**src/rtl/pdm_modulator_7bit_if.sv**
```systemverilog
// Sample handshake and PDM output bundle for pdm_modulator_7bit.
// The master side supplies amplitude samples; the slave side is the modulator.
interface pdm_modulator_7bit_if #(
    parameter int WINDOW_LOG2 = 7
);
    logic [WINDOW_LOG2+1:0] sample_i;
    logic                   sample_valid_i;
    logic                   sample_ready_o;
    logic                   pdm_o;
    logic                   frame_o;
    logic                   underrun_o;
    logic                   busy_o;

    modport master (
        output sample_i,
        output sample_valid_i,
        input  sample_ready_o,
        input  pdm_o,
        input  frame_o,
        input  underrun_o,
        input  busy_o
    );

    modport slave (
        input  sample_i,
        input  sample_valid_i,
        output sample_ready_o,
        output pdm_o,
        output frame_o,
        output underrun_o,
        output busy_o
    );
endinterface

```
**src/rtl/pdm_modulator_7bit.sv**
```systemverilog
// First-order sigma-delta PDM transmitter. Samples (0..128) arrive over a
// valid/ready handshake into a one-entry buffer, are swapped in at frame
// boundaries, and each 128-clock frame then carries exactly `sample` ones.
module pdm_modulator_7bit #(
    parameter int WINDOW_LOG2 = 7,
    parameter int IDLE_LEVEL  = 64
) (
    input logic                 M_CLK,
    input logic                 rst_i,
    pdm_modulator_7bit_if.slave bus
);
    localparam int SW    = WINDOW_LOG2 + 2;
    localparam int FRAME = 1 << WINDOW_LOG2;

    localparam logic [SW-1:0]          FULL_SCALE  = SW'(FRAME);
    localparam logic [SW-1:0]          IDLE_ACTIVE = SW'(IDLE_LEVEL);
    localparam logic [WINDOW_LOG2-1:0] CNT_LAST    = '1;

    typedef enum logic {
        IDLE,
        RUN
    } state_t;

    state_t                 state;
    state_t                 state_next;
    logic [WINDOW_LOG2-1:0] cnt;
    logic [WINDOW_LOG2-1:0] acc;
    logic [WINDOW_LOG2-1:0] acc_next;
    logic [SW-1:0]          pending;
    logic [SW-1:0]          active;
    logic [SW-1:0]          sample_sat;
    logic [SW-1:0]          sum;
    logic                   full;
    logic                   boundary;
    logic                   accept;
    logic                   mod_bit;
    logic                   pdm_q;
    logic                   frame_q;
    logic                   underrun_q;

    // Boundary detection, handshake qualification and input saturation.
    always_comb begin
        boundary   = (cnt == CNT_LAST);
        accept     = bus.sample_valid_i && !full;
        sample_sat = (bus.sample_i > FULL_SCALE) ? FULL_SCALE : bus.sample_i;
    end

    // Sigma-delta step: sum never exceeds 255, so subtracting 128 when the
    // sum reaches 128 leaves exactly the low WINDOW_LOG2 bits as the residue.
    always_comb begin
        sum      = {2'b00, acc} + active;
        mod_bit  = (sum >= FULL_SCALE);
        acc_next = sum[WINDOW_LOG2-1:0];
    end

    // Leave IDLE at the first boundary that has a sample ready to play.
    always_comb begin
        state_next = state;
        if (state == IDLE && boundary && full) begin
            state_next = RUN;
        end
    end

    // State register; RUN is only left through reset.
    always_ff @(posedge M_CLK) begin
        if (rst_i) begin
            state <= IDLE;
        end else begin
            state <= state_next;
        end
    end

    // Frame counter, buffer/active swap, modulator and registered outputs.
    always_ff @(posedge M_CLK) begin
        if (rst_i) begin
            cnt        <= '0;
            acc        <= '0;
            pending    <= '0;
            full       <= 1'b0;
            active     <= IDLE_ACTIVE;
            pdm_q      <= 1'b0;
            frame_q    <= 1'b0;
            underrun_q <= 1'b0;
        end else begin
            cnt        <= cnt + 1'b1;
            acc        <= acc_next;
            pdm_q      <= mod_bit;
            frame_q    <= boundary;
            underrun_q <= boundary && (state == RUN) && !full;
            if (boundary && full) begin
                active <= pending;
                full   <= 1'b0;
            end
            if (accept) begin
                pending <= sample_sat;
                full    <= 1'b1;
            end
        end
    end

    assign bus.sample_ready_o = !full;
    assign bus.pdm_o          = pdm_q;
    assign bus.frame_o        = frame_q;
    assign bus.underrun_o     = underrun_q;
    assign bus.busy_o         = (state == RUN);
endmodule

```
**src/flat_wrapper.sv**
```systemverilog
// flat-port wrapper written by rule: the top's interface ports become plain ports
module pdm_modulator_7bit_flat 
#(
    parameter int WINDOW_LOG2 = 7,
    parameter int IDLE_LEVEL  = 64
)
  (M_CLK, rst_i, bus_sample_i, bus_sample_valid_i, bus_sample_ready_o, bus_pdm_o, bus_frame_o, bus_underrun_o, bus_busy_o);
  pdm_modulator_7bit_if #(.WINDOW_LOG2(WINDOW_LOG2)) bus_i ();
  input logic M_CLK;
  input logic rst_i;
  input wire logic [$bits(bus_i.sample_i)-1:0] bus_sample_i;
  input wire logic [$bits(bus_i.sample_valid_i)-1:0] bus_sample_valid_i;
  output wire logic [$bits(bus_i.sample_ready_o)-1:0] bus_sample_ready_o;
  output wire logic [$bits(bus_i.pdm_o)-1:0] bus_pdm_o;
  output wire logic [$bits(bus_i.frame_o)-1:0] bus_frame_o;
  output wire logic [$bits(bus_i.underrun_o)-1:0] bus_underrun_o;
  output wire logic [$bits(bus_i.busy_o)-1:0] bus_busy_o;
  assign bus_i.sample_i = bus_sample_i;
  assign bus_i.sample_valid_i = bus_sample_valid_i;
  assign bus_sample_ready_o = bus_i.sample_ready_o;
  assign bus_pdm_o = bus_i.pdm_o;
  assign bus_frame_o = bus_i.frame_o;
  assign bus_underrun_o = bus_i.underrun_o;
  assign bus_busy_o = bus_i.busy_o;
  pdm_modulator_7bit #(.WINDOW_LOG2(WINDOW_LOG2), .IDLE_LEVEL(IDLE_LEVEL)) u_core (.M_CLK(M_CLK), .rst_i(rst_i), .bus(bus_i));
endmodule
```
**config.mk**
```make
export PLATFORM = sky130hd
export DESIGN_NAME = pdm_modulator_7bit_flat
export DESIGN_NICKNAME = d
export VERILOG_FILES = /design/src/rtl/pdm_modulator_7bit_if.sv /design/src/rtl/pdm_modulator_7bit.sv /design/src/flat_wrapper.sv
export SDC_FILE = /design/constraint.sdc
export NUM_CORES = 1
export LEC_CHECK = 0
export CAP_MARGIN = 20
export CORE_ASPECT_RATIO = 0.75
export CORE_UTILIZATION = 40
export CTS_CLUSTER_DIAMETER = 80
export DETAILED_ROUTE_END_ITERATION = 10
export GPL_ROUTABILITY_DRIVEN = 0
export PLACE_DENSITY = 0.63
export REMOVE_ABC_BUFFERS = 1
export SYNTH_ARGS = -nofsm -noshare
export SYNTH_HDL_FRONTEND = slang
export SYNTH_SLANG_ARGS = --single-unit
```
**constraint.sdc**
```tcl
create_clock -name M_CLK -period 5.11 [get_ports M_CLK]
set_input_delay 0.511 -clock M_CLK [delete_from_list [all_inputs] [get_ports M_CLK]]
set_output_delay 0.511 -clock M_CLK [all_outputs]
set_load 0.01 [all_outputs]
```
==> results of run 1 <==
==> path summary, 6_finish.rpt <==
path                            startpoint  slack [ns]                            end  cells after the start
setup / recovery  u_core.cnt[0]$_SDFF_PP0_        3.17  u_core.active[6]$_SDFFE_PP1P_                      4
hold / removal    u_core.cnt[0]$_SDFF_PP0_        0.45       u_core.cnt[0]$_SDFF_PP0_                      1
setup reg to reg  u_core.cnt[0]$_SDFF_PP0_        3.17  u_core.active[6]$_SDFFE_PP1P_                      4
hold reg to reg   u_core.cnt[0]$_SDFF_PP0_        0.45       u_core.cnt[0]$_SDFF_PP0_                      1
==> through the flow <==
stage	instance area (um2)	hold WS, ns	total power, mW
final	1840	0.450	0.549
after CTS	1840	0.457	0.554
after global placement	1740	0.430	0.334
after detailed placement	1740	0.445	0.335
after global routing	1840	0.471	0.571
after floorplan	1500	0.415	0.315
==> sequential cells by signal (all words and copies together) (netlist names) <==
register,flops
u_core.cnt,7
u_core.bus.pdm_o,1
u_core.bus.busy_o,1
u_core.acc,7
u_core.pending,9
u_core.full,1
u_core.bus.underrun_o,1
u_core.bus.frame_o,1
u_core.active,9
==> cell usage after synthesis, drive strengths merged <==
library cell  instances
xor2                  3
or3                   1
nand3                 5
nor3                  3
a22oi                 7
a21o                  3
a21oi                 9
and3                  1
dfxtp                37
inv                   6
ha                    8
and2                  1
and3b                 1
xnor2                 5
buf                   3
a211oi                2
or4b                  1
clkbuf                3
nand4                 2
o211ai                2
nor2                 29
nor2b                 3
fa                    1
nor4                  1
a211o                 2
o21ai                 4
nand2b                1
mux2i                 8
o21a                  1
nand2                 5
==> power by group through the flow <==
stage          logic, mW  clock network (mW)  registers, mW
4_1_cts           0.0313               0.226          0.297
2_1_floorplan     0.0124                   0          0.303
5_1_grt           0.0346               0.239          0.297
6_report          0.0306               0.222          0.297
3_3_place_gp      0.0306                   0          0.303
3_5_place_dp      0.0310                   0          0.304
==> cells in the final DEF (no fill, tap or decap), types with 2 or more instances in the layout <==
cell and count:
o21ai_0 4, xnor2_1 5, a211o_1 2, o211ai_1 2
nand4_1 2, nand3_1 5, nor2b_1 3, dfxtp_1 37
nor3_1 2, mux2i_1 8, nor2_1 29, a22oi_1 7
a211oi_1 2, ha_1 8, xor2_1 3, a21o_1 3
inv_1 6, clkdlybuf4s50_1 16, nand2_1 5, a21oi_1 7
clkbuf_8 7
==> critical path, delay by kind of cell, from the launching register on <==
kind,cells,cell delay (ns)
and+or+nand+nor,2,0.83
AOI/OAI and AO/OA,1,0.47
DFF,1,0.35
adders and majority gates,1,0.19
==> per-layer routing <==
layer | share of wire [%] | track usage, % | up-vias | wire, um
met2 | 40 | 21.2 | 34 | 1040
met4 | 1.5 | 8.24 | 0 | 39
met5 | 0 | 0 | - | 0
li1 | - | - | 583 | -
met3 | 6.6 | 5.43 | 4 | 170
met1 | 52 | 20.0 | 504 | 1340
==> layout make-up <==
| cell class | instances | area (um2) | share of cell area (%) |
|---|---|---|---|
| Inverter | 6 | 22.5 | 1.23 |
| Clock buffer | 7 | 96.3 | 5.24 |
| Clock inverter | 1 | 5.00 | 0.272 |
| Timing Repair Buffer | 17 | 168 | 9.12 |
| Multi-Input combinational cell | 109 | 741 | 40.3 |
| Sequential cell | 37 | 741 | 40.3 |
| Tap cell | 52 | 65.1 | 3.54 |
==> cells by family (layout without fill, tap and decap cells) <==
kind of cell / Yosys count / in the layout / synth area share (%)
and+or+nand+nor: 54 / 54 / 17.0
DFF: 37 / 37 / 48.4
AOI/OAI and AO/OA: 30 / 30 / 13.7
buffers and inverters: 12 / 31 / 3.27
adders and majority gates: 9 / 9 / 7.84
xor gates and xnor gates: 8 / 8 / 4.58
muxes: 8 / 8 / 5.23
==> flow_metrics.py, run 1 <==
metrics = {
    "status": {
        "status": "complete, no violations",
    },
    "finish": {
        "nets": 197,
        "drive_gt1_share_pct": 6.78,
        "final_cells": 229,
        "final_util_pct": 50.2,
        "area_growth_pct": 20.0,
        "n_fill_cell": 369,
        "n_antenna_cell": 0,
    },
    "clock_tree": {
        "postCtsHoldBufs": 0,
        "ctsHtreeMaxLevel": 2,
        "clk_latency_ns": 0.29,
        "cts_tree": "done",
        "clkSlewWorstSetupHoldPaths_ns": 0.07,
        "cts-root-buf": "clkbuf_8",
        "post_cts_buffers": 0,
        "cts_buffer_depth": 2,
        "clock-sinks": 37,
        "cts_resized": 0,
        "cts_buffers": 5,
    },
    "global_routing": {
        "track_usage_pct": 15.1,
        "grt_max_degree": 41,
        "first_global_vias": 1045,
        "grt.overflow.total": 0,
        "antenna_found_initial": 0,
        "grt_pass1_wl_um": 4580,
    },
    "routing": {
        "viasPerCell": 4.91,
        "first_pass_iters": 6,
        "vias": 1125,
        "drc_errors": 0,
        "postRouteAntennaNets": 0,
        "wire_per_inst_um": 11.3,
        "drt_iter0_markers": 47,
        "postRouteWirelength_um": 2590,
    },
    "worst_setup_path": {
        "crit_arrival_ns": 2.12,
        "cp_cell_sequence": "ha_1, and3_1, nand4_1, a211o_1",
        "start_kind": "flop",
        "critPathRequiredTime_ns": 5.29,
        "worstSetupPathType": "flop to flop",
        "max_stage_delay_ns": 0.59,
        "cp_slowest_cell": "nand4_1",
        "critical_path.max_fanout": 12,
        "end_kind": "flop",
    },
    "logic_synthesis": {
        "ys_seq_elements": 37,
        "seq_area_frac_synth_pct": 48.4,
        "avgSynthCellArea_um2": 9.69,
        "ys_warn_count": 0,
        "synth_area_leaders": "dfxtp_1 48%, nor2_1 7.1%, ha_1 6.5%",
        "yosys.area.top_type": "dfxtp_1",
        "synth_area_um2": 1530,
        "syn_inst": 158,
        "synth_top_cell_area_share_pct": 48.4,
        "ys_types": 35,
    },
    "worst_hold_path": {
        "hold_class": "flop to flop",
    },
    "floorplan": {
        "die-area_um2": 4080,
        "die_w_um": 73.5,
        "start_util_pct": 41.8,
        "coreArea_um2": 3660,
        "fp.dieH_um": 55.6,
        "io_pins": 17,
        "row_count": 19,
    },
    "pwr": {
        "p_comb_share_pct": 5.6,
        "sw_frac_of_total_pct": 21.4,
        "p_int_uw": 432,
        "seqPwrFrac_pct": 54.1,
        "p_clk_share_pct": 40.4,
        "p_sw_uw": 118,
        "powerDensity_nw_per_um2": 299,
        "ir_worst_vdd_mv": 0.150,
        "leakagePower_nw": 0.779,
    },
    "timing": {
        "hold_violations": 0,
        "grt_setup_unrepaired": "no",
        "relSlewSlack_pct": 52.9,
        "slew_violations": 0,
        "finClkSkew_ns": 0.00675,
        "setup_viol": 0,
        "period_share_pct": 38.0,
        "setup_slack_ns": 3.17,
        "worst_pin_slew_ns": 0.705,
        "period_needed_ns": 1.94,
        "max_clock_freq_mhz": 515,
        "timing.setup.tns_ns": 0,
    },
    "placement": {
        "placed_cells": 221,
        "dp_slack_ns": 3.15,
        "dp_hpwl_um": 1860,
        "port_buffers": 16,
    },
    "flow_run": {
        "maxCapViolations": 0,
    },
}
(Power assumes the default switching activity.)
==> inputs of run 2 (changes only) <==
PLACE_DENSITY = 0.65   (was 0.63)
clock period = 1.7 ns   (was 5.11 ns; I/O delays follow)
==> flow_metrics.py, run 2 (synthesis gave the netlist of run 1 again) <==
metrics = {
    "floorplan": {
        "io_pins": 17,
        "die_w_um": 73.5,
        "start_util_pct": 41.8,
        "fp.dieH_um": 55.6,
        "coreArea_um2": 3660,
        "row_count": 19,
        "die-area_um2": 4080,
    },
    "routing": {
        "drt_iter0_markers": 42,
        "viasPerCell": 4.90,
        "postRouteAntennaNets": 0,
        "wire_per_inst_um": 11.6,
        "postRouteWirelength_um": 2660,
        "drc_errors": 0,
        "first_pass_iters": 4,
        "vias": 1128,
    },
    "worst_setup_path": {
        "critical_path.max_fanout": 3,
        "rr_startpoint": "u_core.active[0]$_SDFFE_PP0P_",
        "worstSetupPathType": "flop to flop",
        "max_stage_delay_ns": 0.37,
        "critPathRequiredTime_ns": 1.92,
        "start_kind": "flop",
        "r2r_slack_ns": 0.05,
        "crit_arrival_ns": 1.87,
        "end_kind": "flop",
        "path_delay_family": "compound AO/OA/AOI/OAI gates",
        "path_buf_inv": 0,
        "cp_slowest_cell": "fa_2",
        "reg2reg_to": "u_core.bus.pdm_o$_SDFF_PP0_",
        "cp_cell_sequence": "ha_4, fa_2, a211oi_2, o211ai_1, a211o_1, nand4_1",
        "reg2regPathDepth": 6,
    },
    "global_routing": {
        "grt_pass1_wl_um": 4620,
        "grt_max_degree": 40,
        "antenna_found_initial": 0,
        "grt.overflow.total": 0,
        "first_global_vias": 1101,
        "track_usage_pct": 15.1,
    },
    "timing": {
        "slew_violations": 0,
        "grt_setup_unrepaired": "yes",
        "finClkSkew_ns": 0.00823,
        "period_needed_ns": 1.65,
        "hold_violations": 0,
        "setup_slack_ns": 0.0499,
        "setup_viol": 0,
        "relSlewSlack_pct": 74.3,
        "period_share_pct": 97.1,
        "worst_pin_slew_ns": 0.384,
        "max_clock_freq_mhz": 606,
    },
    "clock_tree": {
        "cts_buffer_depth": 2,
        "post_cts_buffers": 0,
        "clock-sinks": 37,
        "cts_tree": "done",
        "clk_latency_ns": 0.28,
        "cts_buffers": 5,
        "ctsHtreeMaxLevel": 2,
        "postCtsHoldBufs": 0,
        "cts_resized": 2,
        "cts-root-buf": "clkbuf_8",
        "clkSlewWorstSetupHoldPaths_ns": 0.07,
    },
    "pwr": {
        "seqPwrFrac_pct": 56.5,
        "p_int_mw": 1.26,
        "ir_worst_vdd_mv": 0.525,
        "p_sw_uw": 325,
        "sw_frac_of_total_pct": 20.5,
        "p_comb_share_pct": 6.3,
        "leakagePower_nw": 0.775,
        "powerDensity_nw_per_um2": 844,
        "p_clk_share_pct": 37.3,
    },
    "placement": {
        "dp_hpwl_um": 1940,
        "dpl_cell_area_um2": 1760,
        "dp_slack_ns": -0.105,
        "port_buffers": 16,
    },
    "finish": {
        "drive_gt1_share_pct": 9.55,
        "seq_area_um2": 742,
        "n_fill_cell": 371,
        "final_area_um2": 1870,
        "n_antenna_cell": 0,
        "final_util_pct": 51.2,
        "layout_common_cells": "36 x dfxtp_1, 29 x nor2_1, 16 x clkdlybuf4s50_1, 8 x mux2i_1",
        "nets": 199,
        "area_growth_pct": 22.4,
        "final_common_cell": "dfxtp_1",
        "reg_top3": "u_core.active (9), u_core.pending (9)",
        "multi_input_area_um2": 763,
    },
    "worst_hold_path": {
        "hold_class": "flop to flop",
        "hp-start": "u_core.cnt[0]$_SDFF_PP0_",
        "min_path_cells": 1,
        "min_to": "u_core.cnt[0]$_SDFF_PP0_",
    },
    "flow_run": {
        "maxCapViolations": 0,
    },
    "status": {
        "status": "complete, no violations",
    },
}
run 2: cell type report:
type,instances,share of cell area (%)
multi-input combinational,109,40.7
timing repair buffer,19,10.4
inverter,6,1.20
clock buffer,7,4.61
tap,52,3.47
sequential,37,39.6
run 2: worst register-to-register path: stages (launching register included):
cell and delay, ns:
dfxtp_2 0.34, ha_4 0.16, fa_2 0.37, a211oi_2 0.25, o211ai_1 0.14, a211o_1 0.27, nand4_1 0.06
run 2: per-layer routing:
layer / GRT usage (%) / up-vias / part of all wire, %
met1: 19.9 / 514 / 49
met3: 5.07 / 5 / 6.8
met4: 6.59 / 0 / 1.2
met2: 22.4 / 23 / 43
li1: - / 586 / -
met5: 0 / - / 0
run 2: power groups by stage:
stage	combinational (mW)	sequential, mW	clock (mW)
after global placement	0.0978	0.912	0
after detailed placement	0.100	0.913	0
after CTS	0.101	0.893	0.612
after global routing	0.113	0.895	0.642
after floorplan	0.0371	0.911	0
final	0.0993	0.893	0.590
run 2: stage by stage:
step                      power [mW]  setup TNS, ns  hold slack (ns)  std cells
after floorplan                0.948        -0.0208            0.237        152
after global placement          1.01        -0.0599            0.427        223
after detailed placement        1.01         -0.131            0.446        223
after CTS                       1.61              0            0.456        230
after global routing            1.65        -0.0212            0.474        230
final                           1.58              0            0.450        230
run 2: how the worst max path moves through the flow:
| stage | from | depth (start not counted) | slack, ns | end |
|---|---|---|---|---|
| 6_report | u_core.active[0]$_SDFFE_PP0P_ | 6 | 0.05 | u_core.bus.pdm_o$_SDFF_PP0_ |
| 3_3_place_gp | u_core.active[0]$_SDFFE_PP0P_ | 6 | -0.06 | u_core.bus.pdm_o$_SDFF_PP0_ |
| 2_1_floorplan | u_core.cnt[0]$_SDFF_PP0_ | 4 | -0.02 | u_core.active[6]$_SDFFE_PP1P_ |
| 5_1_grt | u_core.active[0]$_SDFFE_PP0P_ | 6 | -0.02 | u_core.bus.pdm_o$_SDFF_PP0_ |
| 4_1_cts | u_core.active[0]$_SDFFE_PP0P_ | 6 | 0.008 | u_core.bus.pdm_o$_SDFF_PP0_ |
| 3_5_place_dp | u_core.active[0]$_SDFFE_PP0P_ | 6 | -0.11 | u_core.bus.pdm_o$_SDFF_PP0_ |
